**src/rtl/seq_div.sv**
```systemverilog
// Sequential restoring divider: 2*WIDTH-bit dividend / WIDTH-bit divisor, one quotient bit per clock.
// Optional zero-divisor / overflow early exit enabled by defining SEQ_DIV_ERR_CHECK_EN.
`timescale 1ns / 1ps

module seq_div #(
  parameter int unsigned WIDTH = 8
) (
  input  logic               clk,
  input  logic               rst_n,
  input  logic               start,
  input  logic [2*WIDTH-1:0] inputA,
  input  logic [WIDTH-1:0]   inputB,
  output logic [WIDTH-1:0]   quotient,
  output logic [WIDTH-1:0]   remainder,
  output logic               done,
  output logic               busy,
  output logic               divz,
  output logic               ovf
);

  localparam int unsigned CntW = (WIDTH > 1) ? $clog2(WIDTH) : 1;

  localparam logic [1:0] StIdle = 2'd0;
  localparam logic [1:0] StCalc = 2'd1;
  localparam logic [1:0] StDone = 2'd2;

  logic [1:0]       state_q, state_d;
  logic [WIDTH:0]   rem_q, rem_d;
  logic [WIDTH-1:0] quo_q, quo_d;
  logic [WIDTH-1:0] div_q, div_d;
  logic [CntW-1:0]  cnt_q, cnt_d;
  logic [WIDTH-1:0] quotient_q, quotient_d;
  logic [WIDTH-1:0] remainder_q, remainder_d;
  logic             done_q, done_d;

  logic             accept;
  logic             calc_last;
  logic             err_hit;

  // One restoring step on the current partial remainder / quotient pair.
  logic [WIDTH:0]   rem_sh;
  logic [WIDTH+1:0] trial;
  logic [WIDTH:0]   rem_step;
  logic [WIDTH-1:0] quo_step;

  always_comb begin
    rem_sh   = {rem_q[WIDTH-1:0], quo_q[WIDTH-1]};
    trial    = {1'b0, rem_sh} - {2'b00, div_q};
    rem_step = trial[WIDTH+1] ? rem_sh : trial[WIDTH:0];
    quo_step = {quo_q[WIDTH-2:0], ~trial[WIDTH+1]};
  end

  assign accept    = (state_q == StIdle) && start;
  assign calc_last = (state_q == StCalc) && (cnt_q == CntW'(WIDTH - 1));

  always_comb begin
    state_d     = state_q;
    rem_d       = rem_q;
    quo_d       = quo_q;
    div_d       = div_q;
    cnt_d       = cnt_q;
    quotient_d  = quotient_q;
    remainder_d = remainder_q;
    done_d      = 1'b0;

    case (state_q)
      StIdle: begin
        if (start) begin
          rem_d = {1'b0, inputA[2*WIDTH-1:WIDTH]};
          quo_d = inputA[WIDTH-1:0];
          div_d = inputB;
          cnt_d = '0;
          if (err_hit) begin
            state_d     = StDone;
            done_d      = 1'b1;
            quotient_d  = '1;
            remainder_d = '0;
          end else begin
            state_d = StCalc;
          end
        end
      end
      StCalc: begin
        rem_d = rem_step;
        quo_d = quo_step;
        cnt_d = cnt_q + 1'b1;
        if (calc_last) begin
          state_d     = StDone;
          done_d      = 1'b1;
          quotient_d  = quo_step;
          remainder_d = rem_step[WIDTH-1:0];
        end
      end
      StDone: begin
        state_d = StIdle;
      end
      default: begin
        state_d = StIdle;
      end
    endcase
  end

  always_ff @(posedge clk or negedge rst_n) begin
    if (!rst_n) begin
      state_q     <= StIdle;
      rem_q       <= '0;
      quo_q       <= '0;
      div_q       <= '0;
      cnt_q       <= '0;
      quotient_q  <= '0;
      remainder_q <= '0;
      done_q      <= 1'b0;
    end else begin
      state_q     <= state_d;
      rem_q       <= rem_d;
      quo_q       <= quo_d;
      div_q       <= div_d;
      cnt_q       <= cnt_d;
      quotient_q  <= quotient_d;
      remainder_q <= remainder_d;
      done_q      <= done_d;
    end
  end

`ifdef SEQ_DIV_ERR_CHECK_EN
  logic err_divz;
  logic err_ovf;
  logic divz_q, divz_d;
  logic ovf_q, ovf_d;

  // A high half not below the divisor would need more than WIDTH quotient bits.
  assign err_divz = (inputB == '0);
  assign err_ovf  = !err_divz && (inputA[2*WIDTH-1:WIDTH] >= inputB);
  assign err_hit  = err_divz || err_ovf;

  always_comb begin
    divz_d = divz_q;
    ovf_d  = ovf_q;
    if (accept && err_hit) begin
      divz_d = err_divz;
      ovf_d  = err_ovf;
    end else if (calc_last) begin
      divz_d = 1'b0;
      ovf_d  = 1'b0;
    end
  end

  always_ff @(posedge clk or negedge rst_n) begin
    if (!rst_n) begin
      divz_q <= 1'b0;
      ovf_q  <= 1'b0;
    end else begin
      divz_q <= divz_d;
      ovf_q  <= ovf_d;
    end
  end

  assign divz = divz_q;
  assign ovf  = ovf_q;
`else
  assign err_hit = 1'b0;
  assign divz    = 1'b0;
  assign ovf     = 1'b0;
`endif

  assign quotient  = quotient_q;
  assign remainder = remainder_q;
  assign done      = done_q;
  assign busy      = (state_q != StIdle);

endmodule

```
**config.mk**
```make
export PLATFORM = sky130hd
export DESIGN_NAME = seq_div
export DESIGN_NICKNAME = d
export VERILOG_FILES = /design/src/rtl/seq_div.sv
export SDC_FILE = /design/constraint.sdc
export NUM_CORES = 1
export LEC_CHECK = 0
export BUFFER_PORTS_ARGS = -buffer_cell sky130_fd_sc_hd__clkbuf_2
export CAP_MARGIN = 0
export CORE_UTILIZATION = 49
export CTS_CLUSTER_DIAMETER = 60
export CTS_CLUSTER_SIZE = 10
export DETAILED_ROUTE_END_ITERATION = 10
export PLACE_DENSITY_LB_ADDON = 0.3
export SLEW_MARGIN = 25
export SYNTH_ARGS = -nofsm -noshare
export SYNTH_HDL_FRONTEND = slang
export SYNTH_SLANG_ARGS = --single-unit
```
**constraint.sdc**
```tcl
create_clock -name clk -period 1.94 [get_ports clk]
set_input_delay 0.097 -clock clk [delete_from_list [all_inputs] [get_ports clk]]
set_output_delay 0.097 -clock clk [all_outputs]
set_load 0.005 [all_outputs]
```
==> out/results.txt <==
run status = finished, violations left
failing checks = negative setup slack
fmax = 512 MHz
Vias/cell = 5.24
critical hold path startpoint = inputA[0]
Root Driver = clkbuf_8
CP required = 2110 ps
CTS tree = done
Total Nets Final = 390
synth warn = 0
share of cells above drive strength 1 = 0.351
part of the power in registers = 0.244
Core Area = 0.00472 mm2
critical path's slowest cell = dfrtp_1
clock period minus worst slack = 1950 ps
setup TNS = -12.9 ps
starting density of the core = 0.508
wire length per cell = 14.9 um
pin count of the biggest net entering global routing = 34
Crit Path Max Fanout = 5
GRT overflow = 0
critical path cell sequence = ha_4 > buf_4 > nand3_2 > o221ai_4 > nor2_2 > mux2i_1 > o211ai_1
ys flop type = dfrtp_1
detailed-placement wirelength estimate = 4000 um
fillcell total = 376
ANT nets after route = 0
Leak = 1.58 nW
diode count = 0
DR pass1 iterations = 4
total power = 0.00725 W
Critical Path Start = rem_q[6]
Die Y = 72.0 um
VDD IR-drop max = 1.06 mV
Pwr Density = 2190 mW/mm2
Arrival @ worst endpoint = 2120 ps
Post-synth ARST share = 1.00
Clk pwr share = 0.103
Final Cycle Share = 1.01
slowest cell delay on critical path = 440 ps
Worst Max-Slew Pin Slew = 800 ps
Comb pwr share = 0.654
Sw Share = 0.433
Vias = 2200
internal reg-to-reg setup slack = -10 ps
worst hold path type = in2reg
gp weighted congestion = 0.872
pre-CTS setup slack = -123 ps
Iter 0 DRT Violations = 132
Clk pin slew, worst setup/hold paths = 90 ps
vias in the first global route = 2050
Sw Pwr = 0.00314 W
EDFF count, synth = 0
Synth Instances = 267
Max clock buf depth = 2
RR Startpoint = rem_q[6]
Critical path destination = rem_q[2]
Internal Power = 0.00411 W
drc violations = 0
CTS Sinks = 46
Slew HR = 0.467
chip width = 72.0 um
Port Buf Inserts = 44
Final setup violation count = 1
antenna violations before repair = 0
R2R depth = 7
FF+latch count, synth = 46
synthesis-to-layout area growth = 37.9%
Ports = 47
Skew-Pair Late Insertion Delay = 310 ps
Setup crit end kind = register
Synth Cell Area = 0.00240 mm2
setup ws final = -12.9 ps
RSZ-0062 raised after global routing = true
total CTS buffers = 5
reg2reg end = rem_q[2]
Setup Crit Path Kind = reg2reg
Routed WL = 6250 um
critical path startpoint category = register
first-pass GRT wire length = 9750 um
clock skew = 7.98 ps
gr usage total = 0.248
final design utilization = 0.701
synth unique cells = 36
Die ar. = 0.00518 mm2
Core Rows = 25
Syn Area/Cell = 8.99 um2
maxcap violations = 0
final hold violations = 0
post-synthesis sequential area ratio = 0.480
CTS H-Tree Depth = 2
max-slew violations = 0
-- worst min-delay path by stage --
stage | to | slack [ps] | cells after the start
after floorplan | cnt_q[0] | -200 | 0
after global placement | quotient[6] | 210 | 1
after detailed placement | quotient[6] | 220 | 1
after CTS | quo_q[0] | 0.5 | 3
after global routing | quo_q[0] | 5 | 3
final | quo_q[0] | 0.4 | 3
-- power by group through the flow --
stage	logic, W	registers, W	clock network (W)
6_report	0.00474	0.00177	0.000743
5_1_grt	0.00516	0.00182	0.000781
4_1_cts	0.00408	0.00173	0.000747
3_5_place_dp	0.00371	0.00175	0
3_3_place_gp	0.00361	0.00173	0
2_1_floorplan	0.00242	0.00171	0
-- cells in the mapped netlist (2+ instances only) --
master	instances	area, um2
mux2_4	2	30.0
nor2b_1	4	25.0
inv_1	14	52.6
o211ai_1	2	15.0
a21oi_2	2	17.5
xor2_1	2	17.5
a21oi_1	10	50.1
a31oi_1	10	62.6
buf_4	3	22.5
and3_1	4	25.0
nand2_1	70	263
xnor2_1	2	17.5
a211oi_1	2	15.0
nand3_1	6	30.0
nand2b_1	4	25.0
dfrtp_1	46	1150
ha_1	10	125
o21ai_2	3	26.3
nor2_1	14	52.6
clkbuf_1	10	37.5
o21ai_0	28	140
mux2i_1	4	40.0
and2_1	2	12.5
-- flip-flops by register name, indices dropped and copies added (netlist names) --
signal	cells
quo_q	8
div_q	8
cnt_q	3
state_q	2
quotient	8
done	1
rem_q	8
remainder	8
-- cells in the final DEF, fill, tap and decap left out, types with 3 or more instances in the layout --
cell,netlist,layout
a21oi_1,10,9
a31oi_1,10,10
and3_1,4,4
buf_4,3,37
clkbuf_2,0,44
clkbuf_8,0,5
dfrtp_1,46,46
dlygate4sd3_1,0,8
ha_4,0,7
inv_1,14,10
inv_2,0,3
mux2i_1,4,3
nand2_1,70,70
nand3_1,6,5
nor2_1,14,12
nor2b_1,4,4
o21ai_0,28,22
o21ai_1,1,7
o21ai_2,3,3
-- final cells by class --
class / instances / area (um2) / share of cell area
Tap cell: 67 / 83.8 / 0.0253
Timing Repair Buffer: 90 / 589 / 0.178
Inverter: 14 / 55.1 / 0.0166
Sequential cell: 46 / 1150 / 0.348
Multi-Input combinational cell: 195 / 1320 / 0.398
Clock buffer: 5 / 68.8 / 0.0208
Clock inverter: 3 / 43.8 / 0.0132
-- worst max-delay path, delay by kind of cell, from the launching register on --
| family | cells | cell delay (ps) |
|---|---|---|
| flops | 1 | 440 |
| compound gates | 2 | 260 |
| simple gates | 2 | 390 |
| mux | 1 | 300 |
| buf+inv | 1 | 140 |
| fa+ha+maj | 1 | 270 |
-- layer usage --
layer	global-route usage	wire, um
met1	0.343	2750
met2	0.391	2970
met3	0.0569	363
met4	0.0806	161
met5	0	0
-- timing repair --
action,CTS,global route
hold buffers,8,0
endpoints found under the setup margin,18,18
pin swaps,7,11
cloned,1,0
gates resized for setup,15,21
setup buffers,4,5
endpoints found under the hold margin,38,0
-- cells by family after synthesis --
logic type                 Yosys count  synth area share
and+or+nand+nor                    108             0.198
AOI/OAI and AO/OA                   63             0.168
DFF                                 46             0.480
buffers and inverters               28            0.0490
adders and majority gates           11            0.0605
muxes                                6            0.0292
xor gates and xnor gates             4            0.0146
other                                1           0.00156
-- metrics by stage --
stage	hold WS [ps]	instances	area (um2)
3_3_place_gp	207	396	2890
6_report	0.350	420	3310
5_1_grt	4.67	420	3310
3_5_place_dp	222	396	2890
2_1_floorplan	-199	268	2410
4_1_cts	0.486	417	3170
Power figures use the tool's default switching activity.
